<file path="src/rtl/write_if.sv">
// Write-side FIFO bus: upstream stream, synced read pointer, and memory/pointer outputs.
// slave = write controller, master = whoever drives the stream and read pointer.
interface write_if #(
  parameter int WIDTH         = 1,
  parameter int ADDRESS_WIDTH = 4
);
  logic                     rx_tvalid;
  logic [WIDTH-1:0]         rx_tdata;
  logic                     rx_tready;
  logic [ADDRESS_WIDTH-1:0] read_pointer_synced;
  logic                     write_enable;
  logic [ADDRESS_WIDTH-1:0] write_address;
  logic [WIDTH-1:0]         write_data;
  logic [ADDRESS_WIDTH-1:0] write_pointer;
  logic [ADDRESS_WIDTH-1:0] write_level;

  modport slave (
    input  rx_tvalid, rx_tdata, read_pointer_synced,
    output rx_tready, write_enable, write_address, write_data,
           write_pointer, write_level
  );

  modport master (
    output rx_tvalid, rx_tdata, read_pointer_synced,
    input  rx_tready, write_enable, write_address, write_data,
           write_pointer, write_level
  );
endinterface

</file>
<file path="src/rtl/write.sv">
// Async FIFO write-domain controller: registered memory strobes, published binary
// write pointer, conservative full/ready and fill level against the synced read pointer.
module write #(
  parameter int WIDTH         = 1,
  parameter int ADDRESS_WIDTH = 4
) (
  input  logic  write_aclk,
  input  logic  write_areset_n,
  write_if.slave bus
);
  localparam int AW = ADDRESS_WIDTH;

  logic          accept;
  logic [AW-1:0] wp_q, wp_d;
  logic          rdy_q, rdy_d;
  logic          we_q;
  logic [AW-1:0] addr_q;
  logic [WIDTH-1:0] data_q, data_d;
  logic [AW-1:0] ptr_q;
  logic [AW-1:0] lvl_q, lvl_d;

  // ready is a register, so accept never sees rx_tvalid feed back into ready
  always_comb begin
    accept = bus.rx_tvalid & rdy_q;
    wp_d   = wp_q + AW'(accept);
    rdy_d  = (wp_d + AW'(1)) != bus.read_pointer_synced;
    lvl_d  = wp_d - bus.read_pointer_synced;
    data_d = accept ? bus.rx_tdata : data_q;
  end

  // ptr_q samples the pre-edge wp, so it moves only once the covered word has
  // already been presented to the memory on the previous edge
  always_ff @(posedge write_aclk or negedge write_areset_n) begin
    if (!write_areset_n) begin
      wp_q   <= '0;
      rdy_q  <= 1'b0;
      we_q   <= 1'b0;
      addr_q <= '0;
      data_q <= '0;
      ptr_q  <= '0;
      lvl_q  <= '0;
    end else begin
      wp_q   <= wp_d;
      rdy_q  <= rdy_d;
      we_q   <= accept;
      addr_q <= wp_q;
      data_q <= data_d;
      ptr_q  <= wp_q;
      lvl_q  <= lvl_d;
    end
  end

  assign bus.rx_tready     = rdy_q;
  assign bus.write_enable  = we_q;
  assign bus.write_address = addr_q;
  assign bus.write_data    = data_q;
  assign bus.write_pointer = ptr_q;
  assign bus.write_level   = lvl_q;
endmodule
</file>
<file path="src/flat_wrapper.sv">
// flat-port wrapper written by rule: the top's interface ports become plain ports
module write_flat 
#(
  parameter int WIDTH         = 1,
  parameter int ADDRESS_WIDTH = 4
)
  (write_aclk, write_areset_n, bus_rx_tvalid, bus_rx_tdata, bus_read_pointer_synced, bus_rx_tready, bus_write_enable, bus_write_address, bus_write_data, bus_write_pointer, bus_write_level);
  write_if #(.WIDTH(WIDTH), .ADDRESS_WIDTH(ADDRESS_WIDTH)) bus_i ();
  input  logic write_aclk;
  input  logic write_areset_n;
  input wire logic [$bits(bus_i.rx_tvalid)-1:0] bus_rx_tvalid;
  input wire logic [$bits(bus_i.rx_tdata)-1:0] bus_rx_tdata;
  input wire logic [$bits(bus_i.read_pointer_synced)-1:0] bus_read_pointer_synced;
  output wire logic [$bits(bus_i.rx_tready)-1:0] bus_rx_tready;
  output wire logic [$bits(bus_i.write_enable)-1:0] bus_write_enable;
  output wire logic [$bits(bus_i.write_address)-1:0] bus_write_address;
  output wire logic [$bits(bus_i.write_data)-1:0] bus_write_data;
  output wire logic [$bits(bus_i.write_pointer)-1:0] bus_write_pointer;
  output wire logic [$bits(bus_i.write_level)-1:0] bus_write_level;
  assign bus_i.rx_tvalid = bus_rx_tvalid;
  assign bus_i.rx_tdata = bus_rx_tdata;
  assign bus_i.read_pointer_synced = bus_read_pointer_synced;
  assign bus_rx_tready = bus_i.rx_tready;
  assign bus_write_enable = bus_i.write_enable;
  assign bus_write_address = bus_i.write_address;
  assign bus_write_data = bus_i.write_data;
  assign bus_write_pointer = bus_i.write_pointer;
  assign bus_write_level = bus_i.write_level;
  write #(.WIDTH(WIDTH), .ADDRESS_WIDTH(ADDRESS_WIDTH)) u_core (.write_aclk(write_aclk), .write_areset_n(write_areset_n), .bus(bus_i));
endmodule
</file>
<file path="config.mk">
export PLATFORM = sky130hd
export DESIGN_NAME = write_flat
export DESIGN_NICKNAME = d
export VERILOG_FILES = /design/src/rtl/write_if.sv /design/src/rtl/write.sv /design/src/flat_wrapper.sv
export SDC_FILE = /design/constraint.sdc
export NUM_CORES = 1
export LEC_CHECK = 0
export BUFFER_PORTS_ARGS = -buffer_cell sky130_fd_sc_hd__buf_2
export CAP_MARGIN = 30
export CORE_AREA = 2 2 41 43
export DETAILED_ROUTE_END_ITERATION = 7
export DIE_AREA = 0 0 43 45
export GPL_ROUTABILITY_DRIVEN = 1
export PLACE_DENSITY_LB_ADDON = 0.08
export SYNTH_ARGS = -nofsm -noshare
export SYNTH_HDL_FRONTEND = slang
export SYNTH_SLANG_ARGS = --single-unit
</file>
<file path="constraint.sdc">
create_clock -name write_aclk -period 2.91 [get_ports write_aclk]
set_clock_uncertainty 0.15 [all_clocks]
set_input_delay 0.291 -clock write_aclk [delete_from_list [all_inputs] [get_ports write_aclk]]
set_output_delay 0.291 -clock write_aclk [all_outputs]
set_load 0.05 [all_outputs]
</file>
==> results.py <==
metrics = {
    "grt": {
        "overflow": 0,
        "grt_pass1_wl_microns": 1640,
        "antenna_found_initial": 0,
        "track_usage_pct": 11.8,
        "grt_max_degree": 16,
        "first_global_vias": 405,
    },
    "timing": {
        "max_slew.worst_pin.slew_ps": 336,
        "worst_slack_ps": 765,
        "rsz0062_at_grt": "false",
        "post-route-period-util_pct": 73.7,
        "hold_viol_final": 0,
        "setup_tns_ps": 0,
        "slew_headroom_pct": 77.6,
        "setup_viol": 0,
        "slew_viol_final": 0,
        "whs_ps": 94.1,
        "fmax_mhz": 466,
        "period_needed_ps": 2140,
    },
    "setup_path": {
        "worst_path_max_delay_cell": "dfrtp_1",
        "path_max_fanout": 4,
        "critPathBufInv": 0,
        "cpMostUsedCell": "ha_1",
        "cp.required_ps": 2960,
        "crit_type": "reg2reg",
        "critPathTopFamily": "adder cells",
        "crit_path_cell_trace": "and2_1 > ha_1 > ha_1 > xor2_2 > ha_1 > a21oi_1 > xnor2_1",
        "cp-end-kind": "flip-flop",
        "crit_arrival_ps": 2200,
        "slowest_delay_ps": 390,
        "start_kind": "flip-flop",
    },
    "logic_synthesis": {
        "syn_inst": 50,
        "ys_ff_latch": 15,
        "syn_area_sq_um": 701,
        "ys_types": 16,
        "yosysWarningCount": 0,
        "seq_area_frac_synth_pct": 53.6,
        "syn_nets": 65,
        "avgSynthCellArea_sq_um": 14.0,
    },
    "finish": {
        "drive_gt1_share_pct": 42.5,
        "antenna_cells": 0,
        "syn2layout_area_growth_pct": 19.5,
        "final_nets": 89,
        "postLayoutCoreUtil_pct": 56.9,
    },
    "floorplan": {
        "fp.dieH_microns": 45,
        "rows": 14,
        "dieWidth_microns": 43,
        "die_area_sq_mm": 0.00194,
        "start_util_pct": 47.6,
        "io_pins": 23,
        "fp.coreArea_sq_mm": 0.00147,
    },
    "routing": {
        "wire_per_inst_microns": 10.8,
        "drt_iter0_drc": 4,
        "ant_nets": 0,
        "vias": 402,
        "drc": 0,
        "drtPass1Iterations": 3,
        "via_per_inst": 4.52,
        "wl_microns": 960,
    },
    "worst_hold_path": {
        "hold_path.class": "in2reg",
    },
    "run_status": {
        "status": "finished clean",
    },
    "cts": {
        "post_cts_resized": 0,
        "clkSinkCount": 15,
        "clkTransAtPathRegs_ps": 90,
        "clkLatencyLatePin_ps": 270,
        "htreeDepth": 1,
        "cts_buffers": 3,
        "cts_tree": "built",
        "cts_setup_buffers": 0,
        "ctsHoldBuffers": 1,
        "cts_buffer_depth": 2,
        "root_buffer": "clkbuf_4",
    },
    "placement": {
        "place_worst_setup_slack_ps": 730,
        "portBuffers": 22,
        "routabilityCongestion": 0.636,
        "dpl.hpwl_microns": 762,
    },
    "job": {
        "drv_cap": 0,
    },
}
cell families after synthesis:
group	after synthesis	share of synthesized area [%]
flops	15	53.6
buf+inv	11	8.04
xor+xnor	10	15.7
fa+ha+maj	7	13.6
simple gates	4	5.72
compound gates	2	1.79
mux	1	1.61
state kept, by name (all words and copies together) (netlist names):
signal                    cells
u_core.bus.write_level        4
u_core.bus.write_pointer      4
u_core.wp_q                   4
u_core.bus.rx_tready          1
u_core.bus.write_data         1
u_core.bus.write_enable       1
final timing paths:
kind | slack (ps) | from | cells after the start | endpoint
max reg2reg | 770 | u_core.bus.rx_tready$_DFF_PN0_ | 7 | u_core.bus.write_level[3]$_DFF_PN0_
min reg2reg | 240 | u_core.wp_q[0]$_DFF_PN0_ | 0 | u_core.bus.write_pointer[0]$_DFF_PN0_
min in group asynchronous | 300 | write_areset_n | 2 | u_core.bus.write_pointer[1]$_DFF_PN0_
max | 770 | u_core.bus.rx_tready$_DFF_PN0_ | 7 | u_core.bus.write_level[3]$_DFF_PN0_
min | 90 | bus_rx_tdata | 2 | u_core.bus.write_data$_DFFE_PN0N_
max in group asynchronous | 2060 | write_areset_n | 2 | u_core.wp_q[0]$_DFF_PN0_
layout by cell type (no fill, tap or decap):
cell type       n
xnor2_2         2
xor2_1          1
mux2_2          1
nand3_2         1
xnor2_1         6
and2_1          1
xor2_2          1
dfrtp_1        15
dlygate4sd3_1   1
ha_1            6
fa_1            1
clkbuf_1        1
a21oi_1         1
nand4_1         1
a21o_1          1
inv_1           7
nand3_4         1
buf_2          22
clkbuf_4        3
synth_stat cells (all sizes together):
master  number  area (sq um)
a21o         1          7.51
a21oi        1          5.00
and2         1          6.26
buf          4          30.0
dfrtp       15           375
fa           1          20.0
ha           6          75.1
inv          7          26.3
mux2         1          11.3
nand3        2          27.5
nand4        1          6.26
xnor2        8          85.1
xor2         2          25.0
worst register-to-register path: cells and delay by family (launching register included):
family,cells,cell delay [ps]
AO/OA/AOI/OAI,1,160
flip-flops,1,390
XOR/XNOR,2,420
adder cells (fa/ha/maj),3,790
AND/OR/NAND/NOR,1,170
metal layers:
| metal | part of all wire [%] | track usage (%) | wire length, microns |
|---|---|---|---|
| met5 | 0 | 0 | 0 |
| met4 | 0 | 5.45 | 0 |
| met2 | 46 | 18.8 | 442 |
| met3 | 9.0 | 4.00 | 86 |
| met1 | 45 | 14.6 | 431 |
per-stage QoR:
step / cell area, sq um / cells
2_1_floorplan: 701 / 50
3_3_place_gp: 801 / 84
3_5_place_dp: 801 / 84
4_1_cts: 837 / 89
5_1_grt: 837 / 89
6_report: 837 / 89
layout make-up:
| type | count | area, sq um |
|---|---|---|
| Fill cell | 139 | 634 |
| Multi-Input combinational cell | 24 | 269 |
| Clock buffer | 4 | 26.3 |
| Sequential cell | 15 | 375 |
| Timing Repair Buffer | 23 | 120 |
| Tap cell | 16 | 20.0 |
| Inverter | 7 | 26.3 |
Power is left out: the tool's default activity adds up to more than one toggle a clock period on the data nets, which glitch-free logic cannot reach.
